<file path="src/rtl/multicycle_ctrl.sv">
// Multi-cycle main control FSM for a MIPS-subset CPU (R-type, ADDI, SLTI, LW,
// SW, BEQ). Sequences a shared ALU and a shared memory port through
// IF/ID/EX/MEM/WB steps, counts retired instructions, and halts in TRAP on an
// illegal opcode or a memory access that never completes.
//
// Ports:
//   clk_i, rst_i        clock (rising edge), synchronous active-high reset
//   instr_op_i   [5:0]  opcode field of the instruction register (valid in ID)
//   mem_ready_i         memory completes the current access this cycle
//   PCWrite_o .. ALU_op_o   datapath control (all 0 while rst_i=1)
//   state_o      [3:0]  current state encoding (debug)
//   retire_cnt_o        instructions retired since reset (wraps)
//   trap_o              sticky halt flag, set the cycle after TRAP is entered
//   trap_cause_o [1:0]  01 illegal opcode, 10 memory timeout, 00 none
module multicycle_ctrl #(
  parameter int unsigned MEM_TIMEOUT = 16,
  parameter int unsigned CNT_W       = 32
) (
  input  logic             clk_i,
  input  logic             rst_i,
  input  logic [5:0]       instr_op_i,
  input  logic             mem_ready_i,
  output logic             PCWrite_o,
  output logic             PCWriteCond_o,
  output logic             IorD_o,
  output logic             MemRead_o,
  output logic             MemWrite_o,
  output logic             IRWrite_o,
  output logic             RegDst_o,
  output logic             MemtoReg_o,
  output logic             RegWrite_o,
  output logic             ALUSrcA_o,
  output logic [1:0]       ALUSrcB_o,
  output logic [7:0]       ALU_op_o,
  output logic [3:0]       state_o,
  output logic [CNT_W-1:0] retire_cnt_o,
  output logic             trap_o,
  output logic [1:0]       trap_cause_o
);

  localparam int unsigned WAIT_W = $clog2(MEM_TIMEOUT + 1);

  localparam logic [5:0] OP_RTYPE = 6'h00;
  localparam logic [5:0] OP_BEQ   = 6'h04;
  localparam logic [5:0] OP_ADDI  = 6'h08;
  localparam logic [5:0] OP_SLTI  = 6'h0A;
  localparam logic [5:0] OP_LW    = 6'h23;
  localparam logic [5:0] OP_SW    = 6'h2B;

  typedef enum logic [3:0] {
    S_IF   = 4'd0,
    S_ID   = 4'd1,
    S_EX   = 4'd2,
    S_MRD  = 4'd3,
    S_MWR  = 4'd4,
    S_WBA  = 4'd5,
    S_WBM  = 4'd6,
    S_BR   = 4'd7,
    S_TRAP = 4'd8
  } state_t;

  state_t             state, state_nx;
  logic [5:0]         op_q;
  logic [WAIT_W-1:0]  wait_cnt;
  logic [CNT_W-1:0]   retire_cnt;
  logic               trap;
  logic [1:0]         cause, cause_nx;
  logic               timeout;
  logic               in_wait;
  logic               retire;

  assign timeout = (wait_cnt == WAIT_W'(MEM_TIMEOUT - 1));
  assign in_wait = (state == S_IF) || (state == S_MRD) || (state == S_MWR);
  assign retire  = (state_nx == S_IF) &&
                   ((state == S_MWR) || (state == S_WBA) ||
                    (state == S_WBM) || (state == S_BR));

  always_comb begin
    state_nx      = state;
    cause_nx      = cause;
    PCWrite_o     = 1'b0;
    PCWriteCond_o = 1'b0;
    IorD_o        = 1'b0;
    MemRead_o     = 1'b0;
    MemWrite_o    = 1'b0;
    IRWrite_o     = 1'b0;
    RegDst_o      = 1'b0;
    MemtoReg_o    = 1'b0;
    RegWrite_o    = 1'b0;
    ALUSrcA_o     = 1'b0;
    ALUSrcB_o     = 2'b00;
    ALU_op_o      = 8'h00;

    case (state)
      S_IF: begin
        MemRead_o = 1'b1;
        ALUSrcB_o = 2'b01;
        ALU_op_o  = 8'h08;
        // mem_ready_i beats the timeout when both occur in the same cycle
        if (mem_ready_i) begin
          IRWrite_o = 1'b1;
          PCWrite_o = 1'b1;
          state_nx  = S_ID;
        end else if (timeout) begin
          state_nx = S_TRAP;
          cause_nx = 2'b10;
        end
      end
      S_ID: begin
        ALUSrcB_o = 2'b11;
        ALU_op_o  = 8'h08;
        case (instr_op_i)
          OP_RTYPE, OP_ADDI, OP_SLTI, OP_LW, OP_SW: state_nx = S_EX;
          OP_BEQ:  state_nx = S_BR;
          default: begin
            state_nx = S_TRAP;
            cause_nx = 2'b01;
          end
        endcase
      end
      S_EX: begin
        ALUSrcA_o = 1'b1;
        ALUSrcB_o = (op_q == OP_RTYPE) ? 2'b00 : 2'b10;
        ALU_op_o  = {2'b00, op_q};
        if (op_q == OP_LW)      state_nx = S_MRD;
        else if (op_q == OP_SW) state_nx = S_MWR;
        else                    state_nx = S_WBA;
      end
      S_MRD: begin
        MemRead_o = 1'b1;
        IorD_o    = 1'b1;
        if (mem_ready_i) begin
          state_nx = S_WBM;
        end else if (timeout) begin
          state_nx = S_TRAP;
          cause_nx = 2'b10;
        end
      end
      S_MWR: begin
        MemWrite_o = 1'b1;
        IorD_o     = 1'b1;
        if (mem_ready_i) begin
          state_nx = S_IF;
        end else if (timeout) begin
          state_nx = S_TRAP;
          cause_nx = 2'b10;
        end
      end
      S_WBA: begin
        RegWrite_o = 1'b1;
        RegDst_o   = (op_q == OP_RTYPE);
        state_nx   = S_IF;
      end
      S_WBM: begin
        RegWrite_o = 1'b1;
        MemtoReg_o = 1'b1;
        state_nx   = S_IF;
      end
      S_BR: begin
        ALUSrcA_o     = 1'b1;
        ALU_op_o      = 8'h04;
        PCWriteCond_o = 1'b1;
        state_nx      = S_IF;
      end
      S_TRAP: state_nx = S_TRAP;
      default: begin
        state_nx = S_TRAP;
        cause_nx = cause;
      end
    endcase

    // Controls are forced low combinationally so nothing reaches the datapath
    // during the reset cycle, regardless of the state being left.
    if (rst_i) begin
      PCWrite_o     = 1'b0;
      PCWriteCond_o = 1'b0;
      IorD_o        = 1'b0;
      MemRead_o     = 1'b0;
      MemWrite_o    = 1'b0;
      IRWrite_o     = 1'b0;
      RegDst_o      = 1'b0;
      MemtoReg_o    = 1'b0;
      RegWrite_o    = 1'b0;
      ALUSrcA_o     = 1'b0;
      ALUSrcB_o     = 2'b00;
      ALU_op_o      = 8'h00;
    end
  end

  always_ff @(posedge clk_i) begin
    if (rst_i) begin
      state      <= S_IF;
      op_q       <= '0;
      wait_cnt   <= '0;
      retire_cnt <= '0;
      trap       <= 1'b0;
      cause      <= 2'b00;
    end else begin
      state <= state_nx;
      cause <= cause_nx;
      if (state == S_ID) op_q <= instr_op_i;
      // Any state change clears the counter, so it starts at 0 in each wait state
      if (state_nx != state)  wait_cnt <= '0;
      else if (in_wait)       wait_cnt <= wait_cnt + 1'b1;
      if (retire)             retire_cnt <= retire_cnt + 1'b1;
      if (state == S_TRAP)    trap <= 1'b1;
    end
  end

  assign state_o      = state;
  assign retire_cnt_o = retire_cnt;
  assign trap_o       = trap;
  assign trap_cause_o = cause;

endmodule
</file>
<file path="config.mk">
export PLATFORM = sky130hd
export DESIGN_NAME = multicycle_ctrl
export DESIGN_NICKNAME = d
export VERILOG_FILES = /design/src/rtl/multicycle_ctrl.sv
export SDC_FILE = /design/constraint.sdc
export NUM_CORES = 1
export LEC_CHECK = 0
export ABC_AREA = 1
export CAP_MARGIN = 20
export CORE_ASPECT_RATIO = 1.25
export CORE_UTILIZATION = 52
export CTS_CLUSTER_DIAMETER = 150
export CTS_CLUSTER_SIZE = 16
export DETAILED_ROUTE_END_ITERATION = 7
export PLACE_DENSITY = 0.88
export SETUP_SLACK_MARGIN = 0.2
export SYNTH_ARGS = -nofsm -noshare
export SYNTH_HDL_FRONTEND = slang
export SYNTH_SLANG_ARGS = --single-unit
</file>
<file path="constraint.sdc">
create_clock -name clk_i -period 2.2 [get_ports clk_i]
set_input_delay 0.44 -clock clk_i [delete_from_list [all_inputs] [get_ports clk_i]]
set_output_delay 0.44 -clock clk_i [all_outputs]
set_load 0.05 [all_outputs]
</file>
**Word-level counts from Yosys, hierarchy flattened**

Index checks and enable logic that the tools add are counted.

- Input bits: 9
- Flip-flop bits (word level): 50

- $add $sub $neg: 2
- Reduce and logical (&&, ||, !) cells: 22
- Equality and inequality tests: 20
- Muxes and demuxes: 36

Operators with widths:

| operator | count |
|---|---|
| adder 32 x 1 -> 32 bit (second input constant) | 1 |
| equality test 6 bit (second input constant) | 4 |
| one-hot mux 4 bit (6 select lines) | 1 |
| 2-to-1 mux 1 bit | 20 |
| one-hot mux 6 bit (3 select lines) | 1 |
| equality test 4 x 3 -> 1 bit (second input constant) | 4 |
| 2-to-1 mux 4 bit | 4 |
| equality test 6 x 4 -> 1 bit (second input constant) | 2 |
| zero test 6 bit | 2 |
| OR reduction 2 bit | 6 |
| 2-to-1 mux 2 bit | 5 |
| equality test 4 x 2 -> 1 bit (second input constant) | 2 |
| zero test 4 bit | 2 |
| 2-to-1 mux 8 bit | 1 |
| one-hot mux 4 bit (2 select lines) | 1 |
| equality test 6 x 3 -> 1 bit (second input constant) | 1 |
| one-hot mux 2 bit (3 select lines) | 1 |
| OR reduction 3 bit | 2 |
| OR reduction 6 bit | 1 |
| adder 5 x 1 -> 5 bit (second input constant) | 1 |
| equality test 5 x 4 -> 1 bit (second input constant) | 1 |
| logical OR 1 bit | 5 |
| OR reduction 5 bit | 1 |
| equality test 4 x 1 -> 1 bit (second input constant) | 1 |
| other kinds (9) | 10 |

**Logic depth before layout (Yosys ltp)**

Gate-level depths: netlist (run 1).

- Depth in word-level cells: 6
- Mapped depth: 12

**Worst setup path after synthesis (run 1)**

Ideal clock, no wire load.

- Kind: register to output
- From: register state[1] (netlist: state_o[1])
- To: output PCWrite_o
- Stages on the path, launching flop included: 5
- Required time: 1760 ps
- Data arrival time: 2365 ps
- Path buffers: 1
- Slack: -605 ps
- Cell sequence: dfxtp_1 -> nor2_2 -> nand2_1 -> nor3_1 -> buf_4

- Word-level cells in the longest chain between the ends: 3

Ends and longest elaborated chain:

| element | RTL line | source |
|---|---|---|
| from (decl) | 62 | `state_t state, state_nx;` |
| from (signal assigned) | 199 | `state <= state_nx;` |
| zero test 4 bit | n/a |  |
| 2-to-1 mux 1 bit (2 in a row) | n/a |  |
| to (decl) | 23 | `output logic PCWrite_o,` |

No other way between the ends.

**Worst setup path in the final report (run 1)**

- From: register state[2] (netlist: state_o[2])
- To: output ALU_op_o[2]

- Word-level cells in the longest chain between the ends: 4
- Elaborated cells on any way between the ends: 7
- Those cells by class: 3 x eq/ne; 2 x mux; 2 x reduce/logical

Ends and longest elaborated chain:

| element | RTL line | source |
|---|---|---|
| equality test 4 x 1 -> 1 bit or zero test 4 bit (tied branches) | 94 | `case (state)` |
| OR reduction 2 bit (no source line) | n/a |  |
| one-hot mux 6 bit (3 select lines) (*) | 94 |  |
| 2-to-1 mux 8 bit (*) | 174 | `if (rst_i) begin` |
| to (decl) | 34 | `output logic [7:0] ALU_op_o,` |

Every way passes the cells marked *; elsewhere a longest branch is shown, timed or not.

==> flow_summary.yaml, run 1 <==
run_status:
  status: "completed"
cells_and_area:
  layout_commonest_cell: "nand2_1"
  layout_common_cells: "nand2_1 (169), nor2_1 (78), nand3_1 (61)"
  multi_input_area_sq_um: 2120
  final.fill_count: 496
  num-nets-final: 622
  area_delta_synth_final_pct: 35.4
  seqCellArea_sq_um: 1020
  drive_above_1_share: 0.160
  n_antenna_cell: 0
sta:
  fmax_mhz: 506
  finClkSkew_ps: 11.0
  slew_headroom: 0.630
  fin_crit_sh: 0.899
  worstMarginPinSlew_ps: 557
  min_period_ps: 1980
  timing.final.ws_setup_ps: 223
  rsz0062_at_grt: "true"
  setup-tns-final_ps: 0
  hold_viol: 0
  setup_viol: 0
  report.final.slew_viol_count: 0
clock_tree:
  clockBufferDepth: 2
  cts_max_level: 2
  cts.sinks: 50
  cts_root_buf: "clkbuf_8"
  clk_latency_ps: 310
  clkTransAtPathRegs_ps: 90
  numCtsBuffers: 5
  holdBufCountCts: 0
  cts_tree: "done"
placement:
  portBuffers: 65
  dp_hpwl_microns: 6970
  pre_cts_ws_ps: 0.0138
  gp_congestion: 0.989
die:
  die_x_microns: 72.4
  initial_core_util: 0.546
  core_area_sq_um: 5900
  rows: 31
  pin_count: 68
  die_area_sq_um: 6510
  die_h_microns: 90.0
grt:
  grt-ovfl-total: 0
  grt_pass1_vias: 3522
  grt_max_degree: 37
  grt_pass1_wl_microns: 15700
  antenna_found_initial: 0
  grtUsageTotal: 0.303
critical_path:
  worstPathArrival_ps: 1540
  cp_cell_sequence: "inv_2 -> nor2_4 -> inv_2 -> nor2_4 -> nand2_1 -> nand2_2 -> o21a_4 -> buf_6"
  cpPeakStageDelay_ps: 390
  reg2reg_depth: 11
  crit_type: "reg -> out"
  worstPathRequired_ps: 1760
  cpMaxStageDelayCell: "dfxtp_4"
  crit_path_start_kind: "register"
  cp_max_fo: 4
  end_kind: "primary output"
min_path:
  min_path_cells: 2
  hold_class: "reg -> reg"
yosys:
  synthArstFlopShare: 0
  yosys.area.top_type: "dfxtp_1"
  syn_avg_cell_area_sq_um: 5.98
  synth_top_area_share: 0.311
  synth_seq_cells: 50
  yosys-top-cells-area: "dfxtp_1 (31%), nand2_1 (20%), nor2_1 (9.8%)"
  synthDistinctLibCells: 27
  synth_enable_flop_cells: 0
  yosysSeqAreaShare: 0.311
  synth_area_sq_um: 3220
  ys.warnings.count: 0
  synth_ff_type: "dfxtp_1"
  syn_inst: 538
routing:
  first_iter_violations: 247
  route.final.wire_length_microns: 9620
  ant_nets: 0
  wire_per_inst_microns: 13.9
  vias: 3793
  drc: 0
  via_per_inst: 5.47
  drt-pass1-iter-count: 5
pwr:
  vdd_drop_max_uv: 458
  p_leak_nw: 1.83
  power_density_nw_per_um2: 513
flow_run:
  maxCapViolations: 0
[synthesized netlist by cell type, drive strengths merged (3+ instances only)]
master,number
nand2,179
nor2,90
nand3,62
dfxtp,50
a21oi,49
inv,45
buf,12
o21ai,11
xor2,10
xnor2,8
clkbuf,6
nor3,4
ha,3
nand4,3
[through the flow]
| stage | total power [mW] | utilization | hold WS (ps) | area (sq um) | instances |
|---|---|---|---|---|---|
| 2_1_floorplan | 1.26 | - | 459 | 3290 | 539 |
| 3_3_place_gp | 1.37 | 0.681 | 455 | 4020 | 679 |
| 3_5_place_dp | 1.37 | 0.681 | 470 | 4020 | 679 |
| 4_1_cts | 2.20 | 0.716 | 485 | 4220 | 691 |
| 5_1_grt | 2.31 | 0.740 | 494 | 4360 | 693 |
| 6_report | 2.24 | 0.740 | 483 | 4360 | 693 |
[final timing paths]
kind,to,from,slack (ps)
setup reg to reg,retire_cnt_o[11],wait_cnt[0],310
setup / recovery,ALU_op_o[2],state_o[2],220
hold reg to reg,trap_cause_o[1],trap_cause_o[1],480
hold / removal,trap_cause_o[1],trap_cause_o[1],480
[area by class of cell]
type | count | share of cell area
Clock buffer | 6 | 0.0189
Tap cell | 82 | 0.0235
Multi-Input combinational cell | 426 | 0.487
Clock inverter | 2 | 0.0138
Inverter | 46 | 0.0413
Sequential cell | 50 | 0.234
Timing Repair Buffer | 81 | 0.181
[registers in the layout, indices dropped and copies added, names as in the netlist]
name	flops
retire_cnt_o	32
op_q	6
wait_cnt	5
state_o	4
trap_cause_o	2
trap_o	1
[where the power goes]
group | internal, mW | total (mW) | switching (mW)
registers | 0.927 | 0.951 | 0.0236
clock network | 0.485 | 0.811 | 0.326
logic | 0.159 | 0.474 | 0.314
[layer usage]
| layer | vias to the layer above | track usage | share of wire |
|---|---|---|---|
| li1 | 1855 | - | - |
| met1 | 1729 | 0.338 | 0.38 |
| met2 | 170 | 0.532 | 0.52 |
| met3 | 39 | 0.0460 | 0.056 |
| met4 | 0 | 0.176 | 0.045 |
| met5 | - | 0 | 0 |
[repair_timing]
action                                  in CTS  in global routing
gates cloned                                 1                  0
gates resized for setup                     48                 36
pin swaps                                    6                  7
setup buffers                                3                  2
endpoints found under the setup margin      74                 48
[worst max-delay path: cells and delay by family, from the launching register on]
family,cells,cell delay [ps]
flip-flops,1,390
AO/OA/AOI/OAI,1,120
buffers and inverters,3,300
AND/OR/NAND/NOR,4,430
[cells by family after synthesis]
| family | after synthesis | share of synthesized area |
|---|---|---|
| AO/OA/AOI/OAI | 62 | 0.0976 |
| XOR/XNOR | 18 | 0.0490 |
| adder cells (fa/ha/maj) | 3 | 0.0117 |
| buffers and inverters | 64 | 0.0871 |
| flip-flops | 50 | 0.311 |
| multiplexers | 1 | 0.00311 |
| other | 1 | 0.00116 |
| AND/OR/NAND/NOR | 339 | 0.440 |
(Power assumes the default switching activity.)
==> inputs of run 2 (changes only) <==
--- a/config.mk
+++ b/config.mk
@@ -8,11 +8,11 @@
 export ABC_AREA = 1
 export CAP_MARGIN = 20
 export CORE_ASPECT_RATIO = 1.25
-export CORE_UTILIZATION = 52
+export CORE_UTILIZATION = 45
 export CTS_CLUSTER_DIAMETER = 150
 export CTS_CLUSTER_SIZE = 16
 export DETAILED_ROUTE_END_ITERATION = 7
-export PLACE_DENSITY = 0.88
+export PLACE_DENSITY = 0.79
 export SETUP_SLACK_MARGIN = 0.2
 export SYNTH_ARGS = -nofsm -noshare
 export SYNTH_HDL_FRONTEND = slang
==> constraint.sdc (replaced) <==
create_clock -name clk_i -period 2.2 [get_ports clk_i]
set_input_delay 0.44 -clock clk_i [delete_from_list [all_inputs] [get_ports clk_i]]
set_output_delay 0.44 -clock clk_i [all_outputs]
set_load 0.1 [all_outputs]
==> flow_summary.yaml, run 2 (synthesis gave the netlist of run 1 again) <==
routing:
  drt-pass1-iter-count: 5
  drc: 0
  via_per_inst: 5.47
  first_iter_violations: 323
  route.final.wire_length_microns: 11400
  vias: 3933
  wire_per_inst_microns: 15.8
  ant_nets: 0
die:
  core_area_sq_um: 6930
  die_area_sq_um: 7500
  die_h_microns: 96.6
  die_x_microns: 77.7
  pin_count: 68
  rows: 34
  initial_core_util: 0.464
cells_and_area:
  n_antenna_cell: 0
  stdcell_area_sq_um: 4870
  num-nets-final: 640
  final.fill_count: 601
  drive_above_1_share: 0.278
  layout_common_cells: "nand2_1 (167), nor2_1 (75), buf_4 (59)"
  fin_cells: 719
  area_delta_synth_final_pct: 51.2
  largest_register_ffs: 32
  layout_commonest_cell: "nand2_1"
placement:
  dp_cells: 682
  gp_congestion: 0.952
  dp_hpwl_microns: 7380
  portBuffers: 65
  place_area_sq_um: 4280
  pre_cts_ws_ps: -8.08
grt:
  grtUsageTotal: 0.282
  antenna_found_initial: 0
  grt_pass1_vias: 3520
  grt-ovfl-total: 0
  grt_max_degree: 28
  grt_pass1_wl_microns: 16400
critical_path:
  worst-path-stages: 7
  end_kind: "primary output"
  cpMaxStageDelayCell: "dfxtp_4"
  crit_type: "reg -> out"
  reg2reg_depth: 11
  worstSetupStartpoint: "state_o[2]"
  cpPeakStageDelay_ps: 380
  cp_max_fo: 5
  cp_common_cell: "nor2_4"
  worstPathArrival_ps: 1600
  cp_top_family: "simple AND/OR/NAND/NOR gates"
  rr_startpoint: "wait_cnt[0]"
  crit_path_end: "ALU_op_o[2]"
  cp_cell_sequence: "nor2_4 -> inv_4 -> nor2_4 -> nand2_4 -> nand2_8 -> o21a_4 -> buf_12"
  r2r-end: "retire_cnt_o[5]"
  path_buf_inv: 2
  crit_path_start_kind: "register"
  worstPathRequired_ps: 1760
  ff2ff_setup_slack_ps: 220
sta:
  hold_viol: 0
  rsz0062_at_grt: "true"
  fmax_mhz: 490
  timing.final.ws_setup_ps: 158
  timing.hold.ws_ps: 471
  min_period_ps: 2040
  finClkSkew_ps: 4.34
  report.final.slew_viol_count: 0
  setup_viol: 0
  fin_crit_sh: 0.928
clock_tree:
  holdBufCountCts: 0
  numCtsBuffers: 5
  clk_latency_ps: 300
  cts_tree: "done"
  clockBufferDepth: 2
  cts.sinks: 50
  cts_max_level: 2
  clkTransAtPathRegs_ps: 100
  cts_root_buf: "clkbuf_8"
min_path:
  hold_class: "reg -> reg"
run_status:
  status: "completed"
pwr:
  vdd_drop_max_uv: 362
  power_density_nw_per_um2: 474
  p_leak_nw: 1.87
flow_run:
  maxCapViolations: 0
==> run 2: cell types whose count changed in the layout (fill, tap and decap cells not counted), sizes merged, moves of 2 or more <==
cell	delta
buf	+53
dlygate4sd2	-31
clkbuf	+4
clkdlybuf4s50	-4
dlymetal6s2s	-4
bufinv	-2
nand2	+2
==> run 2: worst reg2reg max path, delay by kind of cell (launching register included) <==
family,cells,cell delay [ps]
fa+ha+maj,2,280
buf+inv,2,270
simple gates,5,660
compound gates,2,290
flops,1,380
==> run 2: how the worst min path moves through the flow <==
stage	from	endpoint	slack (ps)	depth (start not counted)
finish	trap_cause_o[1]	trap_cause_o[1]	470	2
floorplan	op_q[3]	op_q[3]	460	2
global route	trap_cause_o[1]	trap_cause_o[1]	510	2
detailed placement	trap_cause_o[0]	trap_cause_o[0]	460	2
CTS	trap_cause_o[1]	trap_cause_o[1]	480	2
global placement	trap_cause_o[0]	trap_cause_o[0]	450	2
==> run 2: stage by stage <==
| step | setup TNS [ps] | total power [mW] | utilization |
|---|---|---|---|
| after global placement | 0 | 1.50 | 0.617 |
| after CTS | 0 | 2.23 | 0.656 |
| after floorplan | -321 | 1.38 | - |
| after detailed placement | -18.0 | 1.51 | 0.617 |
| final | 0 | 2.31 | 0.702 |
| after global routing | 0 | 2.39 | 0.702 |
==> run 2: where the power goes <==
group          internal, mW  switching (mW)
registers             0.927          0.0275
clock network         0.326           0.323
logic                 0.242           0.461
==> run 2: repair_timing <==
action                     4_1_cts  5_1_grt
buffers inserted                 8       14
setup endpoints to repair       41       47
cloned                           3        4
gates resized for setup          9       32
pin swaps                        8       15
==> run 2: layer usage <==
layer | part of all wire | wire length, microns | global-route usage | up-vias
li1 | - | - | - | 1895
met1 | 0.37 | 4190 | 0.300 | 1792
met2 | 0.51 | 5850 | 0.536 | 198
met3 | 0.064 | 731 | 0.0404 | 48
met4 | 0.054 | 618 | 0.160 | 0
met5 | 0 | 0 | 0 | -
==> run 2: final cells by class <==
| type | instances | area [sq um] | share of cell area |
|---|---|---|---|
| well taps | 90 | 113 | 0.0231 |
| inverters | 46 | 191 | 0.0393 |
| multi-input cells | 428 | 2310 | 0.474 |
| clock buffers | 8 | 111 | 0.0229 |
| flip-flops and latches | 50 | 1040 | 0.213 |
| repair buffers | 97 | 1110 | 0.227 |
==> inputs of run 3 (changes only) <==
--- a/config.mk
+++ b/config.mk
@@ -9,6 +9,7 @@
 export CAP_MARGIN = 20
 export CORE_ASPECT_RATIO = 1.25
 export CORE_UTILIZATION = 45
+export CTS_BUF_LIST = sky130_fd_sc_hd__clkbuf_16
 export CTS_CLUSTER_DIAMETER = 150
 export CTS_CLUSTER_SIZE = 16
 export DETAILED_ROUTE_END_ITERATION = 7
==> flow_summary.yaml, run 3 (synthesis gave the netlist of run 1 again) <==
routing:
  route.final.wire_length_microns: 11400
  via_per_inst: 5.46
  vias: 3934
  ant_nets: 0
  first_iter_violations: 361
  drt-pass1-iter-count: 5
  drc: 0
  wire_per_inst_microns: 15.8
sta:
  hold_viol: 0
  slew_headroom: 0.667
  finClkSkew_ps: 6.73
  fmax_mhz: 504
  worstMarginPinSlew_ps: 498
  fin_crit_sh: 0.902
  rsz0062_at_grt: "true"
  setup_viol: 0
  min_period_ps: 1980
  report.final.slew_viol_count: 0
die:
  rows: 34
  die_x_microns: 77.7
  core_area_sq_um: 6930
  die_h_microns: 96.6
  pin_count: 68
  initial_core_util: 0.464
  die_area_sq_um: 7500
pwr:
  p_leak_nw: 1.92
  power_mw: 2.52
  vdd_drop_max_uv: 395
  power_density_nw_per_um2: 511
clock_tree:
  clockBufferDepth: 2
  cts_root_buf: "clkbuf_16"
  numCtsBuffers: 5
  cts_tree: "done"
  cts.sinks: 50
  cts_max_level: 2
  clkTransAtPathRegs_ps: 70
  clk_latency_ps: 290
  holdBufCountCts: 0
placement:
  place_area_sq_um: 4280
  gp_congestion: 0.952
  dp_hpwl_microns: 7380
  portBuffers: 65
critical_path:
  rr_startpoint: "retire_cnt_o[0]"
  crit_type: "reg -> out"
  crit_path_start_kind: "register"
  worstPathRequired_ps: 1760
  worstPathArrival_ps: 1540
  end_kind: "primary output"
  cp_max_fo: 5
  ff2ff_setup_slack_ps: 270
  r2r-end: "retire_cnt_o[10]"
  reg2reg_depth: 8
grt:
  grtUsageTotal: 0.288
  grt_pass1_wl_microns: 16700
  grt_max_degree: 28
  grt_pass1_vias: 3597
  antenna_found_initial: 0
  grt-ovfl-total: 0
cells_and_area:
  stdcell_area_sq_um: 4930
  layout_common_cells: "nand2_1 (167), nor2_1 (75), buf_4 (60)"
  drive_above_1_share: 0.283
  multi_input_area_sq_um: 2280
  final.fill_count: 581
  seqCellArea_sq_um: 1040
  n_antenna_cell: 0
  largest_register_ffs: 32
  area_delta_synth_final_pct: 53.2
  num-nets-final: 641
  layout_commonest_cell: "nand2_1"
flow_run:
  maxCapViolations: 0
min_path:
  min_path_cells: 2
  hold_class: "reg -> reg"
  min_from: "trap_cause_o[1]"
  hold_end: "trap_cause_o[1]"
run_status:
  status: "completed"
## run 3: cell count changes in the layout (fill, tap and decap cells not counted), moves of 2 or more
cell and change:
a21oi_2 +2, clkbuf_16 +5, clkbuf_8 -6, a21oi_1 -2
## run 3: metal layers
layer | global-route usage | share of wire
met1 | 0.304 | 0.36
met2 | 0.532 | 0.53
met3 | 0.0385 | 0.063
met4 | 0.204 | 0.050
met5 | 0 | 0
## run 3: layout make-up
cell class                      instances  area share
Multi-Input combinational cell        426       0.462
Timing Repair Buffer                  100       0.234
Sequential cell                        50       0.210
Inverter                               46      0.0391
Clock buffer                            6      0.0304
Tap cell                               90      0.0228
Clock inverter                          2     0.00152
## run 3: report_power, final
part	switching (mW)	internal, mW	leakage, nW	total, mW
registers	0.0280	0.927	0.414	0.955
logic	0.456	0.271	1.43	0.727
clock network	0.354	0.484	0.0808	0.838
## run 3: how the worst max path moves through the flow
| stage | from | to | slack (ps) | cells after the start |
|---|---|---|---|---|
| after floorplan | state_o[2] | PCWrite_o | -170 | 4 |
| after global placement | instr_op_i[0] | retire_cnt_o[27] | 60 | 10 |
| after detailed placement | instr_op_i[5] | retire_cnt_o[7] | -8 | 10 |
| after CTS | state_o[2] | ALU_op_o[2] | 130 | 8 |
| after global routing | state_o[2] | ALU_op_o[2] | 160 | 8 |
| final | state_o[2] | ALU_op_o[2] | 220 | 7 |
## run 3: timing repair
item | CTS | global route
gates resized for setup | 8 | 33
endpoints found under the setup margin | 41 | 48
gates cloned | 4 | 2
pin swaps | 6 | 28
hold endpoints to repair | 0 | 0
setup buffers | 9 | 15
## run 3: per-stage QoR
stage	instances	worst slack (ps)	util	setup TNS, ps	hold slack (ps)
2_1_floorplan	539	-171	-	-321	460
3_3_place_gp	682	64.3	0.617	0	454
3_5_place_dp	682	-8.08	0.617	-18.0	462
4_1_cts	703	126	0.667	0	476
5_1_grt	720	157	0.711	0	504
6_report	720	215	0.711	0	467
## run 3: worst max-delay path, cell delays in order (launching register included)
cell	delay, ps
dfxtp_4	370
nor2_4	160
inv_4	50
nor2_4	130
nand2_4	140
nand2_8	110
o21a_4	130
buf_12	160
